### src/rtl/mem_seq_pkg.sv
// Shared definitions for the memory-stage sequencer.
//   op_e    : request opcodes seen on req_op
//   state_e : one state per sequence step, plus StIdle
//   ctrl_t  : registered memory-stage control bundle
//   Asel*/Wsel* : memory address / write-source select encodings
//   decode_ctrl() maps a step state to its controls; first_step() maps an op to its entry state.
package mem_seq_pkg;

    localparam logic [1:0] AselSp    = 2'b00;
    localparam logic [1:0] AselLdd   = 2'b01;
    localparam logic [1:0] AselStd   = 2'b10;

    localparam logic [1:0] WselReg   = 2'b00;
    localparam logic [1:0] WselPcLo  = 2'b01;
    localparam logic [1:0] WselPcHi  = 2'b10;
    localparam logic [1:0] WselFlags = 2'b11;

    typedef enum logic [2:0] {
        OpLoad  = 3'b000,
        OpStore = 3'b001,
        OpPush  = 3'b010,
        OpPop   = 3'b011,
        OpCall  = 3'b100,
        OpRet   = 3'b101,
        OpRti   = 3'b110,
        OpNop   = 3'b111
    } op_e;

    typedef enum logic [3:0] {
        StIdle, StLd, StSt, StPsh, StPop, StCallHi, StCallLo, StRetLo,
        StRetHi, StRtiFl, StRtiLo, StRtiHi, StIntHi, StIntLo, StIntFl, StNop
    } state_e;

    typedef struct packed {
        logic       read;
        logic       write;
        logic       push;
        logic       pop;
        logic [1:0] asel;
        logic [1:0] wsel;
        logic       done;
        logic       int_ack;
    } ctrl_t;

    function automatic state_e first_step(input op_e op);
        case (op)
            OpLoad:  return StLd;
            OpStore: return StSt;
            OpPush:  return StPsh;
            OpPop:   return StPop;
            OpCall:  return StCallHi;
            OpRet:   return StRetLo;
            OpRti:   return StRtiFl;
            default: return StNop;
        endcase
    endfunction

    // Interrupt entry is not an accepted request, so its last step carries no done.
    function automatic ctrl_t decode_ctrl(input state_e st);
        ctrl_t c;
        c = '0;
        case (st)
            StLd:     begin c.read = 1'b1; c.asel = AselLdd; c.done = 1'b1; end
            StSt:     begin c.write = 1'b1; c.asel = AselStd; c.wsel = WselReg; c.done = 1'b1; end
            StPsh:    begin c.push = 1'b1; c.asel = AselSp; c.wsel = WselReg; c.done = 1'b1; end
            StPop:    begin c.pop = 1'b1; c.asel = AselSp; c.done = 1'b1; end
            StCallHi: begin c.push = 1'b1; c.wsel = WselPcHi; end
            StCallLo: begin c.push = 1'b1; c.wsel = WselPcLo; c.done = 1'b1; end
            StRetLo:  c.pop = 1'b1;
            StRetHi:  begin c.pop = 1'b1; c.done = 1'b1; end
            StRtiFl:  c.pop = 1'b1;
            StRtiLo:  c.pop = 1'b1;
            StRtiHi:  begin c.pop = 1'b1; c.done = 1'b1; end
            StIntHi:  begin c.push = 1'b1; c.wsel = WselPcHi; c.int_ack = 1'b1; end
            StIntLo:  begin c.push = 1'b1; c.wsel = WselPcLo; end
            StIntFl:  begin c.push = 1'b1; c.wsel = WselFlags; end
            StNop:    c.done = 1'b1;
            default:  c = '0;
        endcase
        return c;
    endfunction

endpackage

### src/rtl/memory_sequencer.sv
// Memory-stage micro-sequencer: expands LOAD/STORE/PUSH/POP/CALL/RET/RTI requests and
// interrupt entry into one-cycle memory steps.
//   clk, reset (async, active-high)
//   req_valid/req_op/req_ready : request handshake, accept = req_valid & req_ready
//   int_req/int_ack            : interrupt request pulse / service acknowledge
//   stall                      : ~req_ready
//   memory_read/write/push/pop, memory_address_select, memory_write_src_select : step controls
//   done                       : last step of an accepted sequence
//   load_we/pc_lo_we/pc_hi_we/flags_we : data_r capture strobes, one cycle after the step
module memory_sequencer
    import mem_seq_pkg::*;
(
    input  logic       clk,
    input  logic       reset,
    input  logic       req_valid,
    input  logic [2:0] req_op,
    output logic       req_ready,
    input  logic       int_req,
    output logic       int_ack,
    output logic       stall,
    output logic       memory_read,
    output logic       memory_write,
    output logic       memory_push,
    output logic       memory_pop,
    output logic [1:0] memory_address_select,
    output logic [1:0] memory_write_src_select,
    output logic       done,
    output logic       load_we,
    output logic       pc_lo_we,
    output logic       pc_hi_we,
    output logic       flags_we
);

    state_e r_state;
    ctrl_t  r_ctrl;
    logic   r_int_pending;
    logic   r_load_we;
    logic   r_pc_lo_we;
    logic   r_pc_hi_we;
    logic   r_flags_we;

    state_e w_state_next;
    ctrl_t  w_ctrl_next;
    logic   w_enter_int;
    logic   w_accept;

    always_comb begin
        w_enter_int  = (r_state == StIdle) && r_int_pending;
        w_accept     = req_valid && req_ready;
        w_state_next = StIdle;
        case (r_state)
            StIdle: begin
                if (w_enter_int) begin
                    w_state_next = StIntHi;
                end else if (w_accept) begin
                    w_state_next = first_step(op_e'(req_op));
                end else begin
                    w_state_next = StIdle;
                end
            end
            StCallHi: w_state_next = StCallLo;
            StRetLo:  w_state_next = StRetHi;
            StRtiFl:  w_state_next = StRtiLo;
            StRtiLo:  w_state_next = StRtiHi;
            StIntHi:  w_state_next = StIntLo;
            StIntLo:  w_state_next = StIntFl;
            default:  w_state_next = StIdle;
        endcase
        // Controls are registered alongside the state they belong to.
        w_ctrl_next = decode_ctrl(w_state_next);
    end

    always_ff @(posedge clk or posedge reset) begin
        if (reset) begin
            r_state       <= StIdle;
            r_ctrl        <= '0;
            r_int_pending <= 1'b0;
            r_load_we     <= 1'b0;
            r_pc_lo_we    <= 1'b0;
            r_pc_hi_we    <= 1'b0;
            r_flags_we    <= 1'b0;
        end else begin
            r_state <= w_state_next;
            r_ctrl  <= w_ctrl_next;
            // Clear on service entry wins so a pulse pending at entry is served only once.
            if (w_enter_int) begin
                r_int_pending <= 1'b0;
            end else if (int_req) begin
                r_int_pending <= 1'b1;
            end
            // Popped data lands in data_r one cycle after the pop step.
            r_load_we  <= (r_state == StLd) || (r_state == StPop);
            r_pc_lo_we <= (r_state == StRetLo) || (r_state == StRtiLo);
            r_pc_hi_we <= (r_state == StRetHi) || (r_state == StRtiHi);
            r_flags_we <= (r_state == StRtiFl);
        end
    end

    assign req_ready               = (r_state == StIdle) && !r_int_pending;
    assign stall                   = !req_ready;
    assign memory_read             = r_ctrl.read;
    assign memory_write            = r_ctrl.write;
    assign memory_push             = r_ctrl.push;
    assign memory_pop              = r_ctrl.pop;
    assign memory_address_select   = r_ctrl.asel;
    assign memory_write_src_select = r_ctrl.wsel;
    assign done                    = r_ctrl.done;
    assign int_ack                 = r_ctrl.int_ack;
    assign load_we                 = r_load_we;
    assign pc_lo_we                = r_pc_lo_we;
    assign pc_hi_we                = r_pc_hi_we;
    assign flags_we                = r_flags_we;

endmodule
### config.mk
export PLATFORM = sky130hd
export DESIGN_NAME = memory_sequencer
export DESIGN_NICKNAME = d
export VERILOG_FILES = /design/src/rtl/mem_seq_pkg.sv /design/src/rtl/memory_sequencer.sv
export SDC_FILE = /design/constraint.sdc
export NUM_CORES = 1
export LEC_CHECK = 0
export CAP_MARGIN = 20
export CORE_MARGIN = 2
export CORE_UTILIZATION = 46
export DETAILED_ROUTE_END_ITERATION = 12
export PLACE_DENSITY = 0.77
export SETUP_SLACK_MARGIN = 0.02
export SYNTH_ARGS = -nofsm -noshare
export SYNTH_HDL_FRONTEND = slang
export SYNTH_SLANG_ARGS = --single-unit
### constraint.sdc
create_clock -name clk -period 3 [get_ports clk]
set_clock_uncertainty 0.15 [all_clocks]
set_input_delay 0.6 -clock clk [delete_from_list [all_inputs] [get_ports clk]]
set_output_delay 0.6 -clock clk [all_outputs]
set_load 0.05 [all_outputs]
# Yosys cells after proc, flatten, opt, wreduce, memory -nomap -nowiden
# Index checks and enable logic that the tools add are counted.
dict set report totals {
  regBits 19
}
dict set report op_classes {
  mux 14
  n_eq_ne 31
  n_reduce_logical 16
}
# op n
set op_table {}
lappend op_table {{$eq 4x4->1 const B} 14}
lappend op_table {{$pmux 4 s7} 2}
lappend op_table {{$eq 4x3->1 const B} 7}
lappend op_table {{$reduce_or 6->1} 2}
lappend op_table {{$eq 3x3->1 const B} 3}
lappend op_table {{$eq 4x1->1 const B} 2}
lappend op_table {{$eq 4x2->1 const B} 2}
lappend op_table {{$mux 1} 8}
lappend op_table {{$mux 4} 2}
lappend op_table {{$reduce_or 8->1} 1}
lappend op_table {{$eq 3x2->1 const B} 2}
lappend op_table {{$pmux 2 s3} 1}
lappend op_table {{$logic_not 4->1} 1}
lappend op_table {{$pmux 2 s2} 1}
lappend op_table {{$reduce_or 2->1} 2}
lappend op_table {{$eq 3x1->1 const B} 1}
lappend op_table {{$logic_and 1x1->1} 3}
lappend op_table {{$logic_not 3->1} 1}
lappend op_table {{$logic_or 1x1->1} 3}
lappend op_table {{$logic_not 1->1} 2}
lappend op_table {{$reduce_bool 2->1} 1}

# Depth between registers and ports, before layout
# Gate-level depths: netlist of run 1.
dict set report logic_depth {
  word_depth 9
  mapped_depth 7
  ltp_nobuf 6
}

# Worst setup path after synthesis of run 1
# Ideal clock, no wire load.
dict set report synth_path {
  path_type {reg2out}
  startpoint {register r_state[2]}
  endpoint {output port stall}
  stages_incl_launch_ff 5
  required_ns 2.250
  arrival_time_ns 2.114
  setup_slack_ns 0.136
  path_cell_list {dfrtp_1 > buf_6 > nor4_4 > nor2b_1 > inv_1}
}
dict set report synth_between {
  elab_chain_len 3
}
# item line_no
set synth_rtl {}
lappend synth_rtl {{start: declaration} memory_sequencer.sv:34} ;# state_e r_state;
lappend synth_rtl {{start signal: assignment} memory_sequencer.sv:75} ;# r_state <= StIdle;
lappend synth_rtl {{start signal: assignment} memory_sequencer.sv:83} ;# r_state <= w_state_next;
lappend synth_rtl {{$logic_not 4->1} memory_sequencer.sv:99} ;# assign req_ready = (r_state == StIdle) && !r_int_pending;
lappend synth_rtl {{$logic_and 1x1->1} memory_sequencer.sv:99}
lappend synth_rtl {{via req_ready} memory_sequencer.sv:17} ;# output logic req_ready,
lappend synth_rtl {{$logic_not 1->1} memory_sequencer.sv:100} ;# assign stall = !req_ready;
lappend synth_rtl {{end: declaration} memory_sequencer.sv:20} ;# output logic stall,
# The timed path passes the listed nets, and every way through them passes these cells.

# Final worst setup path of run 1
dict set report layout_path {
  startpoint {register r_state[2]}
  endpoint {output port stall}
}
dict set report layout_between {
  elab_chain_len 3
}
# item line_no
set layout_rtl {}
lappend layout_rtl {{$logic_not 4->1} memory_sequencer.sv:99}
lappend layout_rtl {{$logic_and 1x1->1} memory_sequencer.sv:99}
lappend layout_rtl {{$logic_not 1->1} memory_sequencer.sv:100}
# No other way between the ends.

==> results of run 1 <==
[routing by layer]
metal  global-route usage [%]  vias to the layer above  wire length (µm)
li1                         -                      310                 -
met1                     18.9                      306               659
met2                     26.4                       13               752
met3                     4.71                        0                48
met4                     5.00                        0                 0
met5                        0                        -                 0
[metrics by stage]
stage	instances	utilization [%]
after floorplan	78	-
after global placement	121	61.1
after detailed placement	121	61.1
after CTS	125	62.6
after global routing	125	62.8
final	125	62.8
[flip-flops by register name, indices dropped and copies added (netlist names)]
signal / cells
load_we: 1
memory_pop: 1
flags_we: 1
memory_push: 1
r_state: 4
memory_address_select: 1
pc_lo_we: 1
memory_write_src_select: 2
r_int_pending: 1
int_ack: 1
done: 1
pc_hi_we: 1
memory_read: 1
[cells in the final DEF (no fill, tap or decap), types with 2 or more instances in the layout]
cell and n:
clkdlybuf4s50_1 20, dfrtp_1 17, inv_1 6, nand2_1 6, nor2_1 5, nor2b_1 5, xnor2_1 5, nor3_1 3
clkbuf_4 3, buf_4 3, o21ai_0 2, a21oi_1 2, a31o_2 2, or3_1 2
[cell type report]
class | instances | area, µm² | area share [%]
tap | 25 | 31.3 | 2.89
inverter | 6 | 22.5 | 2.08
multi-input combinational | 49 | 343 | 31.6
sequential | 17 | 425 | 39.3
timing repair buffer | 24 | 235 | 21.7
clock buffer | 4 | 26.3 | 2.42
[worst paths after layout]
kind / from / endpoint / slack (ns) / cells past startpoint
min: r_int_pending$_DFFE_PP0P_ / r_int_pending$_DFFE_PP0P_ / 0.44 / 2
min reg2reg: r_int_pending$_DFFE_PP0P_ / r_int_pending$_DFFE_PP0P_ / 0.44 / 2
max reg2reg: r_state[2]$_DFF_PP0_ / memory_push$_DFF_PP0_ / 0.64 / 6
max in group asynchronous: reset / memory_write_src_select[1]$_DFF_PP0_ / 1.78 / 2
min in group asynchronous: reset / flags_we$_DFF_PP0_ / 0.53 / 2
max: r_state[2]$_DFF_PP0_ / stall / 0.43 / 4
[worst register-to-register path: cells and delay by family, from the launching register on]
kind                      cells  cell delay, ns
xor gates and xnor gates      1            0.12
DFF                           1            0.53
and+or+nand+nor               1            0.69
AOI/OAI and AO/OA             3            0.59
buffers and inverters         1            0.18
[kinds of logic after synthesis]
kind of cell	synth area share [%]
DFF	50.7
xor gates and xnor gates	5.22
AOI/OAI and AO/OA	10.9
muxes	1.34
and+or+nand+nor	23.4
buffers and inverters	8.36
[what timing repair did]
item / in CTS / in global routing
buffers inserted: 0 / 0
hold endpoints to repair: 0 / 0
setup endpoints to repair: 0 / 1
gates resized for setup: 0 / 1
hold buffers: 0 / 0
==> qor.txt, run 1 <==
Avg WL per Cell: 11.7 µm
crit start category: flip-flop
CTS tree: built
Residual DRC: 0
synth unique cells: 31
detailed-route via count: 629
Primary FF master, synth: dfrtp_1
gr ovfl total: 0
Area Growth Syn to Fin: 29.3%
Inserted Diodes: 0
Synth Instances: 78
Setup-failing EPs final: 0
first-pass GRT wire length: 2370 µm
vias in the first global route: 567
Site Rows: 15
fin area: 0.00108 mm²
layout cells sized above 1: 14.0%
synthesized area: 838 µm²
top post-synthesis cells by area: dfrtp_1 51%, xnor2_1 5.2%, nor2b_1 3.7%
final setup margin: 0.434 ns
unrepaired setup endpoints after global routing: no
RePlAce Congestion: 0.759
Post-synth EDFFs: 0
Die W: 46.7 µm
status: completed
Clock Pin Slew Worst Setup and Hold Paths: 0.09 ns
TritonRoute pass-1 iters: 4
Max Slew Vio Count: 0
initial core utilization: 48.6%
Yosys reg bits: 17
worst-path fanout max: 11
CP max stage cell: dfrtp_1
Die H: 46.7 µm
CTS buffer count: 3
relative slew slack: 59.7%
H-tree depth: 1
worst min-delay path category: flip-flop to flip-flop
clk_lat worst skew: 0.28 ns
WHS: 0.437 ns
worst slew pin tran: 0.604 ns
routed vias/inst: 5.03
Buffers & Inverters on Critical Path: 2
proportion of synthesized flip-flops having asynchronous set or reset: 100%
placed cell area: 0.00105 mm²
CP Cell Sequence: nor4_4 -> nor2b_1 -> inv_1 -> dlymetal6s2s_1
top cells by count, synth: 17 x dfrtp_1, 6 x inv_1, 6 x nand2_1
most frequent cell after synthesis: dfrtp_1
final net count: 108
post-synthesis area per instance: 10.7 µm²
initial antenna violation count: 0
critical path capture point type: output pin
overall track demand over capacity in global routing: 15.6%
fin crit period: 2.57 ns
num ports: 23
core area: 0.00173 mm²
Worst Setup Path Type: flip-flop to output pin
largest net degree at the start of global routing: 18
Synth area leader: dfrtp_1
DPL Wire Length: 1120 µm
pre-CTS WS: 0.359 ns
Max Fclk: 390 MHz
area share of the largest cell type after synthesis: 50.7%
Post-Synthesis Net Count: 85
Bufs on Longest Clock Path: 2
crit path DAT: 1.82 ns
root buffer cell: clkbuf_4
Setup TNS: 0 ns
post-route ant nets: 0
WP data required: 2.25 ns
CP top delay family: simple AND/OR/NAND/NOR gates
1st-iter DRT viols: 9
slowest stage delay, CP: 0.53 ns
Tcrit/Tclk final: 85.5%
Buffers on Ports: 22
Filler Cells Inserted: 146
full die area: 0.00218 mm²
CTS sink count: 17
final hold vios: 0
drt total wl: 1460 µm
YS warnings: 0
register area share after synthesis: 50.7%
max-cap violations: 0
Power of run 1 is left out: the tool's default activity adds up to more than one toggle a clock period on the data nets, which glitch-free logic cannot reach.
==> inputs of run 2 (changes only) <==
Settings changed: CORE_UTILIZATION 46 to 23, MAX_ROUTING_LAYER set to met4, PLACE_DENSITY 0.77 to not set.
==> run 2 against run 1 <==
  * Critical path type unchanged
  * Worst hold slack got worse by 0.00053 ns
  * Clock-buffer cell count stayed put
  * Setup slack better by 0.025 ns
  * Via count is 4.1% lower
  * Largest cell class unchanged
  * Flip-flop and latch count did not move
==> qor.txt, run 2 (synthesis gave the netlist of run 1 again) <==
Setup Fix Bufs, Post-CTS: 0 (unchanged)
Tcrit/Tclk final: 84.7% (-0.83 points)
most frequent cells in the layout: 20 x clkdlybuf4s50_1, 17 x dfrtp_1, 6 x inv_1, 6 x nand2_1
CTS tree: built
H-tree depth: 1 (unchanged)
largest net degree at the start of global routing: 18 (unchanged)
most common cell after layout, fill and taps aside: clkdlybuf4s50_1
layout cells sized above 1: 14.0% (unchanged)
vias in the first global route: 625 (+10%)
Area Growth Syn to Fin: 32.4%
final net count: 108 (unchanged)
Inserted Diodes: 0 (unchanged)
critical path capture point type: output pin
core area: 0.00342 mm² (+98%)
Setup-failing EPs final: 0 (unchanged)
root buffer cell: clkbuf_4
DPL Wire Length: 1220 µm (+8.8%)
Clock Pin Slew Worst Setup and Hold Paths: 0.10 ns (about the same)
drt total wl: 1560 µm (+6.9%)
Die H: 64.4 µm (+38%)
placed cell count: 142 (+17%)
Largest Register: r_state
TritonRoute pass-1 iters: 4 (unchanged)
post-route ant nets: 0 (unchanged)
Largest register FFs: 4 (unchanged)
worst-path fanout max: 11 (unchanged)
Die W: 64.4 µm (+38%)
Worst Setup Path Type: flip-flop to output pin
WP data required: 2.25 ns (about the same)
routed vias/inst: 4.13 (-18%)
relative slew slack: 59.0% (-0.70 points)
status: completed
num ports: 23 (unchanged)
unrepaired setup endpoints after global routing: no
first-pass GRT wire length: 2720 µm (+15%)
1st-iter DRT viols: 8 (-1)
gr ovfl total: 0 (unchanged)
Residual DRC: 0 (unchanged)
worst min-delay path category: flip-flop to flip-flop
clk_lat worst skew: 0.29 ns (about the same)
overall track demand over capacity in global routing: 8.81% (-6.8 points)
crit path DAT: 1.79 ns (-0.03 ns)
Layout Cells excl Fill: 146 (+17%)
initial antenna violation count: 0 (unchanged)
final hold vios: 0 (unchanged)
cts hold-fix bufs: 0 (unchanged)
worst slew pin tran: 0.615 ns (+0.0105 ns)
CTS buffer count: 3 (unchanged)
Max Fclk: 394 MHz (+0.98%)
max-cap violations: 0 (unchanged)
Setup TNS: 0 ns (unchanged)
fin crit period: 2.54 ns (-0.0248 ns)
Bufs on Longest Clock Path: 2 (unchanged)
detailed-route via count: 603 (-4.1%)
initial core utilization: 24.5% (-24 points)
Max Slew Vio Count: 0 (unchanged)
RePlAce Congestion: 0.815 (+7.4%)
CTS sink count: 17 (unchanged)
Avg WL per Cell: 10.7 µm (-8.5%)
Site Rows: 21 (+6)
crit start category: flip-flop
full die area: 0.00414 mm² (+90%)
Buffers on Ports: 22 (unchanged)
run 2: metal layers:
layer | vias up | part of all wire [%] | GRT usage [%]
li1 | 310 | - | -
met1 | 279 | 45 | 9.55
met2 | 12 | 50 | 14.8
met3 | 2 | 4.0 | 2.11
met4 | 0 | 1.2 | 4.79
met5 | - | 0 | -
run 2: what timing repair did:
item                       CTS  global route
setup endpoints to repair    0             1
hold endpoints to repair     0             0
resized for setup            0             1
run 2: layout make-up:
type	count	area, µm²
Timing Repair Buffer	24	235
Multi-Input combinational cell	49	343
Clock buffer	4	26.3
Fill cell	366	2310
Sequential cell	17	425
Tap cell	46	57.6
Inverter	6	22.5
run 2: critical path, stage by stage, from the launching register on:
cell,delay [ns]
dfrtp_1,0.53
nor4_4,0.41
nor2b_1,0.21
inv_1,0.05
dlymetal6s2s_1,0.30
run 2: path summary, 6_finish.rpt:
check / start / end / slack (ns) / depth (start not counted)
setup / recovery: r_state[2]$_DFF_PP0_ / stall / 0.46 / 4
hold reg to reg: r_int_pending$_DFFE_PP0P_ / r_int_pending$_DFFE_PP0P_ / 0.44 / 2
setup reg to reg: r_state[2]$_DFF_PP0_ / memory_push$_DFF_PP0_ / 0.69 / 6
max in group asynchronous: reset / done$_DFF_PP0_ / 1.76 / 2
hold / removal: r_int_pending$_DFFE_PP0P_ / r_int_pending$_DFFE_PP0P_ / 0.44 / 2
min in group asynchronous: reset / load_we$_DFF_PP0_ / 0.53 / 2
run 2: metrics by stage:
| step | util (%) | cell area (µm²) | hold slack (ns) | worst slack, ns |
|---|---|---|---|---|
| 5_1_grt | 32.5 | 1110 | 0.479 | 0.339 |
| 4_1_cts | 32.4 | 1110 | 0.441 | 0.0419 |
| 3_3_place_gp | 31.6 | 1080 | 0.434 | 0.397 |
| 2_1_floorplan | - | 838 | 0.374 | 0.136 |
| 6_report | 32.5 | 1110 | 0.436 | 0.459 |
| 3_5_place_dp | 31.6 | 1080 | 0.418 | 0.383 |
Power of run 2 is left out for the same reason.
